### src/rtl/tone_player.sv
// tone_player: beat-stepped note player driving a square-wave speaker from a preset tone counter.
// Ports: CLK system clock; RST async active-low reset; TONE_CODE note code from the song ROM;
//        BEAT one-cycle beat pulse; SPKS speaker square wave; CODE note digit 0-7 (0 = rest);
//        HIGH octave (00 rest, 01 low, 10 mid, 11 high).
// Macro TONE_DISPLAY_EN builds the CODE/HIGH display registers; without it both outputs read 0.
module tone_player #(
    parameter int BEAT_DIV = 3000000,
    parameter int PRE_DIV  = 12
) (
    input  logic       CLK,
    input  logic       RST,
    input  logic [4:0] TONE_CODE,
    output logic       BEAT,
    output logic       SPKS,
    output logic [3:0] CODE,
    output logic [1:0] HIGH
);
    localparam int BW = $clog2(BEAT_DIV);
    localparam int PW = PRE_DIV > 1 ? $clog2(PRE_DIV) : 1;
    localparam logic [10:0] TOP = 11'd2047;
    localparam logic [10:0] PRESET [32] = '{
        11'd2047,
        11'd773,  11'd912,  11'd1036, 11'd1116, 11'd1197, 11'd1290, 11'd1372,
        11'd1410, 11'd1480, 11'd1542, 11'd1622, 11'd1668, 11'd1728, 11'd1774,
        11'd1813, 11'd1854, 11'd1891, 11'd1905, 11'd1934, 11'd1961, 11'd1987,
        11'd2047, 11'd2047, 11'd2047, 11'd2047, 11'd2047,
        11'd2047, 11'd2047, 11'd2047, 11'd2047, 11'd2047
    };
    logic [BW-1:0] beat_q, beat_d;
    logic [PW-1:0] pre_q, pre_d;
    logic [10:0]   tone_q, tone_d;
    logic [4:0]    note_q, note_d;
    logic          spks_q, spks_d, tick, silent;

    function automatic logic is_rest(input logic [4:0] c);
        return c == 5'd0 || c > 5'd21;
    endfunction

    assign BEAT = beat_q == BW'(BEAT_DIV - 1);
    assign tick = pre_q == PW'(PRE_DIV - 1);
    assign SPKS = spks_q;
    // Entering a rest silences at the latching edge itself; leaving a rest keeps the
    // counter parked at 2047 for that edge so the first later tick loads the new preset.
    assign silent = is_rest(note_q) || (BEAT && is_rest(TONE_CODE));

    always_comb begin
        beat_d = BEAT ? '0 : beat_q + 1'b1;
        pre_d  = tick ? '0 : pre_q + 1'b1;
        note_d = BEAT ? TONE_CODE : note_q;
        tone_d = silent ? TOP : !tick ? tone_q : tone_q == TOP ? PRESET[note_q] : tone_q + 11'd1;
        spks_d = silent ? 1'b0 : (tick && tone_q == TOP) ? ~spks_q : spks_q;
    end

    always_ff @(posedge CLK or negedge RST) begin
        if (!RST) begin
            beat_q <= '0;
            pre_q  <= '0;
            tone_q <= TOP;
            note_q <= '0;
            spks_q <= 1'b0;
        end else begin
            beat_q <= beat_d;
            pre_q  <= pre_d;
            tone_q <= tone_d;
            note_q <= note_d;
            spks_q <= spks_d;
        end
    end

`ifdef TONE_DISPLAY_EN
    logic [3:0] code_q, code_d;
    logic [1:0] high_q, high_d;

    always_comb begin
        high_d = is_rest(note_q) ? 2'd0 : note_q < 5'd8 ? 2'd1 : note_q < 5'd15 ? 2'd2 : 2'd3;
        code_d = high_d == 2'd0 ? 4'd0 : high_d == 2'd1 ? note_q[3:0] :
                 high_d == 2'd2 ? 4'(note_q - 5'd7) : 4'(note_q - 5'd14);
    end

    always_ff @(posedge CLK or negedge RST) begin
        if (!RST) begin
            code_q <= '0;
            high_q <= '0;
        end else begin
            code_q <= code_d;
            high_q <= high_d;
        end
    end

    assign CODE = code_q;
    assign HIGH = high_q;
`else
    assign CODE = 4'd0;
    assign HIGH = 2'd0;
`endif
endmodule

### config.mk
export PLATFORM = sky130hd
export DESIGN_NAME = tone_player
export DESIGN_NICKNAME = d
export VERILOG_FILES = /design/src/rtl/tone_player.sv
export SDC_FILE = /design/constraint.sdc
export NUM_CORES = 1
export LEC_CHECK = 0
export ABC_AREA = 0
export BUFFER_PORTS_ARGS = -buffer_cell sky130_fd_sc_hd__buf_2
export CORE_MARGIN = 2
export CORE_UTILIZATION = 61
export CTS_BUF_LIST = sky130_fd_sc_hd__clkbuf_8 sky130_fd_sc_hd__clkbuf_16
export CTS_CLUSTER_DIAMETER = 150
export DETAILED_ROUTE_END_ITERATION = 10
export GPL_ROUTABILITY_DRIVEN = 0
export PLACE_DENSITY = 0.89
export SYNTH_ARGS = -nofsm -noshare
export SYNTH_HDL_FRONTEND = slang
export SYNTH_SLANG_ARGS = --single-unit
### constraint.sdc
create_clock -name CLK -period 2.7 [get_ports CLK]
set_clock_uncertainty 0.15 [all_clocks]
set_input_delay 0.135 -clock CLK [delete_from_list [all_inputs] [get_ports CLK]]
set_output_delay 0.135 -clock CLK [all_outputs]
set_load 0.01 [all_outputs]
== After elaboration in Yosys (flattened, before gate mapping) ==
Memory sizes are Yosys's and may differ from the RTL's.
Cells that the tools add are included.
Storage, ports and cells
  flip-flop bits (word level): 43
  logic and storage cells: 35
  input bits: 7
  memory bits (read-only): 352
  memories kept: 1
Cells by class
  add/sub/neg operators: 3
  reductions and logical operators: 9
  equality and inequality tests: 3
  mux-type cells: 9
  bitwise logic cells: 2
  magnitude comparators: 3
Memories
  (name not given): words 32, bits a word 11, read ports 1, clocked after Yosys merged registers in 0, write ports 0, line 50  | tone_d = silent ? TOP : !tick ? tone_q : tone_q == TOP ? PRESET[note_q] : tone_q + 11'd1;
Operators with widths (count)
  $mux 11: 5
  $add 22x1->22 const B: 1
  $eq 22x22->1 const B: 1
  $mux 22: 1
  $add 11x1->11 const B: 1
  $eq 11x11->1 const B: 1
  $gt 5x5->1 const B: 2
  $logic_not 5->1: 2
  $ge 6x6->1 const B: 1
  $not 5->6: 1
  $add 4x1->4 const B: 1
  $eq 4x4->1 const B: 1
  $mux 4: 1
  $reduce_bool 2->1: 2
  $logic_or 1x1->1: 3
  $logic_and 1x1->1: 2
  $mux 1: 2
  $not 1->1: 1

== Depth between registers and ports, before layout ==
  depth after elaboration: 7
  mapped depth: 8
  depth with buffers taken out: 7

== Worst setup path before layout ==
Ideal clock, no wire load.
  kind: reg-to-reg
  start: register note_q[1]
  end: register tone_q[3]
  path slack: 0.693 ns
  setup time: 0.091 ns
  path buffers: 1
  cell stages (with the launch flop): 8
  arrival time: 1.766 ns
  required time: 2.459 ns
  cells stage by stage: dfrtp_1 > inv_1 > ha_1 > clkbuf_1 > mux2i_1 > nor2_1 > o311a_1 > o31ai_1
Between the ends
  word-level cells in the longest chain between the ends: 7
  elaborated cells on any way between the ends: 12
Ends and longest elaborated chain
  start: declaration: line 32  | logic [4:0] note_q, note_d;
  start signal: assignment: line 65  | note_q <= note_d;
  $not 5->6 (implied by the code): line 50
  $mem_v2 32x11
  $mux 11 (implied by the code) (2 in a row): line 50
  $mux 11 (3 in a row): line 50
  end signal: assignment: line 64  | tone_q <= tone_d;
  end: declaration: line 31  | logic [10:0] tone_q, tone_d;
Parallel ways exist; a longest one is shown, timed or not. The select of a mux whose other input is x is not followed.
A chain may end at the register's enable or synchronous reset.

== Final worst setup path ==
  start: register beat_q[13]
  end: output BEAT
Between the ends
  word-level cells in the longest chain between the ends: 1
Ends and longest elaborated chain
  start: declaration: line 29  | logic [BW-1:0] beat_q, beat_d;
  start signal: assignment: line 62  | beat_q <= beat_d;
  $eq 22x22->1: line 39  | assign BEAT = beat_q == BW'(BEAT_DIV - 1);
  end: declaration: line 13  | output logic BEAT,
Every way passes these cells.

==> results.json <==
{
  "placed_area_sq_mm": 0.00274,
  "synth_area_per_cell_sq_um": 9.03,
  "worstSetupPathType": "register to output pin",
  "vias": 2314,
  "multiInputGateArea_sq_mm": 0.00146,
  "crit_fanout": 18,
  "cpMaxStageDelayCell": "or4b_1",
  "r2r-end": "SPKS$_DFFE_PN0P_",
  "grt_pass1_vias": 2075,
  "cp-start-kind": "register",
  "drt_iter0_markers": 204,
  "synth_ff_type": "dfrtp_1",
  "synthCells": 296,
  "grt_overflow": 0,
  "min_from": "pre_q[0]$_DFF_PN0_",
  "ant_nets": 0,
  "crit_chain": "or4b_1 -> nor4_2 -> nor2b_2 -> buf_4 -> buf_2",
  "rows": 24,
  "num_io_pins": 15,
  "hp-class": "register to register",
  "drv_cap": 0,
  "drtPass1Iterations": 5,
  "leakage_nw": 1.34,
  "arrival_ns": 2.27,
  "initial_utilization_pct": 62.3,
  "rsz0062_at_grt": "no",
  "max_freq_mhz": 391,
  "rrSetupSlack_ns": 0.45,
  "status": "finished clean",
  "clock_path_buffers": 2,
  "dp.cells": 349,
  "required_ns": 2.41,
  "synth_cell_types": 53,
  "htree_levels": 2,
  "critPathCaptureType": "output pin",
  "pwr_density_cell_mw_per_mm2": 416,
  "hold_path_end": "pre_q[0]$_DFF_PN0_",
  "fin_setup_tns_ns": 0,
  "synth-seq-cells": 43,
  "clkSinkCount": 43,
  "dieHeight_um": 70.2,
  "cts_tree": "built",
  "worst_pin_slew_ns": 0.931,
  "worstSkewPairLatency_ns": 0.30,
  "fin_crit_ns": 2.56,
  "hold_depth": 1,
  "clockRootBuffer": "clkbuf_8",
  "avgViaCountPerCell": 6.37,
  "async_flop_share_pct": 100,
  "drive_above_1_share_pct": 13.2,
  "drc": 0,
  "die_width_um": 70.2,
  "final-instance-count-excl-fill": 363,
  "numCtsBuffers": 5,
  "finalNetCount": 328,
  "yosysWarnings": 0,
  "postCtsSetupBuffers": 0,
  "finalPower_mw": 1.22,
  "place_hpwl_um": 3920,
  "routedWlPerCell_um": 16.5,
  "slew_violations": 0,
  "core_area_sq_mm": 0.00429,
  "nFillCells": 296,
  "seqCellArea_sq_mm": 0.00109,
  "port-buffer-count": 8,
  "max_stage_delay_ns": 0.52,
  "wl_um": 6000,
  "r2r_cells": 6,
  "setup_viol": 0,
  "grt_max_degree": 44,
  "clkTransAtPathRegs_ns": 0.09,
  "grt_pass1_wl_um": 9900,
  "yosysSeqAreaShare_pct": 40.8,
  "die_area_sq_mm": 0.00493,
  "track_usage_pct": 25.1,
  "final_hold_viol_count": 0,
  "cp_top_family": "simple AND/OR/NAND/NOR gates",
  "synth_edf_count": 0,
  "relSlewSlack_pct": 38.0,
  "peakVddDrop_mv": 0.367,
  "antenna_cells": 0,
  "antenna_found_initial": 0,
  "syn_area_sq_mm": 0.00267,
  "finalInstanceArea_sq_mm": 0.00293,
  "syn2layout_area_growth_pct": 9.45,
  "post-route-period-util_pct": 94.6,
  "reg2reg_from": "beat_q[13]$_DFF_PN0_",
  "worst-path-buf-inv": 2
}
## cell type report
class / instances / share of cell area (%)
tap: 52 / 2.22
multi-input combinational: 230 / 50.0
timing repair buffer: 21 / 5.22
clock inverter: 2 / 1.33
clock buffer: 6 / 2.82
inverter: 9 / 1.15
sequential: 43 / 37.2
## sequential cells by signal, summed over array words and instances, names as in the netlist
signal	cells
SPKS	1
beat_q	22
note_q	5
pre_q	4
tone_q	11
## synthesized netlist by cell type (2+ instances only)
library cell,number,area [sq um]
nor2b_1,5,31.3
a21boi_0,4,30.0
o211ai_1,5,37.5
nor2_1,33,124
nand2_1,29,109
inv_1,9,33.8
o21ai_1,2,10.0
a21oi_1,6,30.0
o21a_1,2,15.0
dfrtp_1,32,801
mux2i_1,4,40.0
buf_2,2,10.0
and4_1,3,26.3
clkbuf_1,8,30.0
o31ai_1,3,22.5
dfstp_2,11,289
a211oi_1,2,15.0
o21ai_0,17,85.1
a31oi_1,3,18.8
o221ai_1,2,17.5
xor2_1,16,140
a2111oi_0,2,17.5
nand4_1,10,62.6
nand3_1,19,95.1
buf_4,7,52.6
and3_1,5,31.3
nor3_1,5,25.0
o22ai_1,3,18.8
a21o_1,2,15.0
ha_1,11,138
and3b_1,2,17.5
o211a_1,2,20.0
nor4_1,2,12.5
xnor2_1,7,61.3
mux2_2,2,22.5
or4bb_1,2,22.5
## worst max path at each step
stage,end,from,cells after the start
finish,BEAT,beat_q[13]$_DFF_PN0_,5
global route,BEAT,beat_q[13]$_DFF_PN0_,5
CTS,BEAT,beat_q[13]$_DFF_PN0_,5
detailed placement,SPKS$_DFFE_PN0P_,beat_q[13]$_DFF_PN0_,6
global placement,SPKS$_DFFE_PN0P_,beat_q[17]$_DFF_PN0_,6
floorplan,tone_q[3]$_DFFE_PN1P_,note_q[1]$_DFFE_PN0N_,7
## cell families (layout without fill, tap and decap cells)
kind of cell	after synthesis	after routing	share of synthesized area (%)
and+or+nand+nor	123	123	23.2
AOI/OAI and AO/OA	61	61	15.6
DFF	43	43	40.8
buffers and inverters	28	38	5.29
xor gates and xnor gates	23	23	7.53
adders and majority gates	11	11	5.15
muxes	6	6	2.34
other	1	6	0.140
## power by group
group | internal [mW] | switching (mW)
Combinational | 0.0100 | 0.0215
Clock | 0.304 | 0.239
Sequential | 0.644 | 0
## layer usage
layer	global-route usage, %	up-vias	part of all wire, %
met2	41.2	127	49
met5	0	-	0
li1	-	1070	-
met4	6.84	0	1.7
met3	4.18	16	6.8
met1	34.6	1101	43
## stage by stage
step | util [%] | hold slack [ns] | setup slack [ns]
3_5_place_dp | 63.9 | 0.172 | 0.410
2_1_floorplan | - | -0.311 | 0.693
4_1_cts | 68.1 | 0.314 | 0.0957
3_3_place_gp | 63.9 | 0.169 | 0.524
6_report | 68.2 | 0.315 | 0.145
5_1_grt | 68.2 | 0.349 | 0.0513
## what timing repair did
action	4_1_cts	5_1_grt
hold buffers	6	0
hold endpoints to repair	37	0
setup endpoints to repair	0	1
resized for setup	0	1
## cells in the final DEF (no fill, tap or decap), drive strengths merged, types with 3 or more instances in the layout
cell type,instances
dfrtp,32
xor2,16
nand3,19
dfstp,11
nor2b,5
nand4,10
o22ai,3
and4,3
inv,10
a31oi,3
buf,15
o211ai,6
nor4,3
mux2i,4
o31ai,3
nand2,29
o21ai,19
ha,11
nor3,5
a21boi,4
and3,5
a21oi,6
dlygate4sd3,6
conb,6
xnor2,7
clkbuf,6
nor2,33
Note: power is estimated with default switching activity, not from simulation.
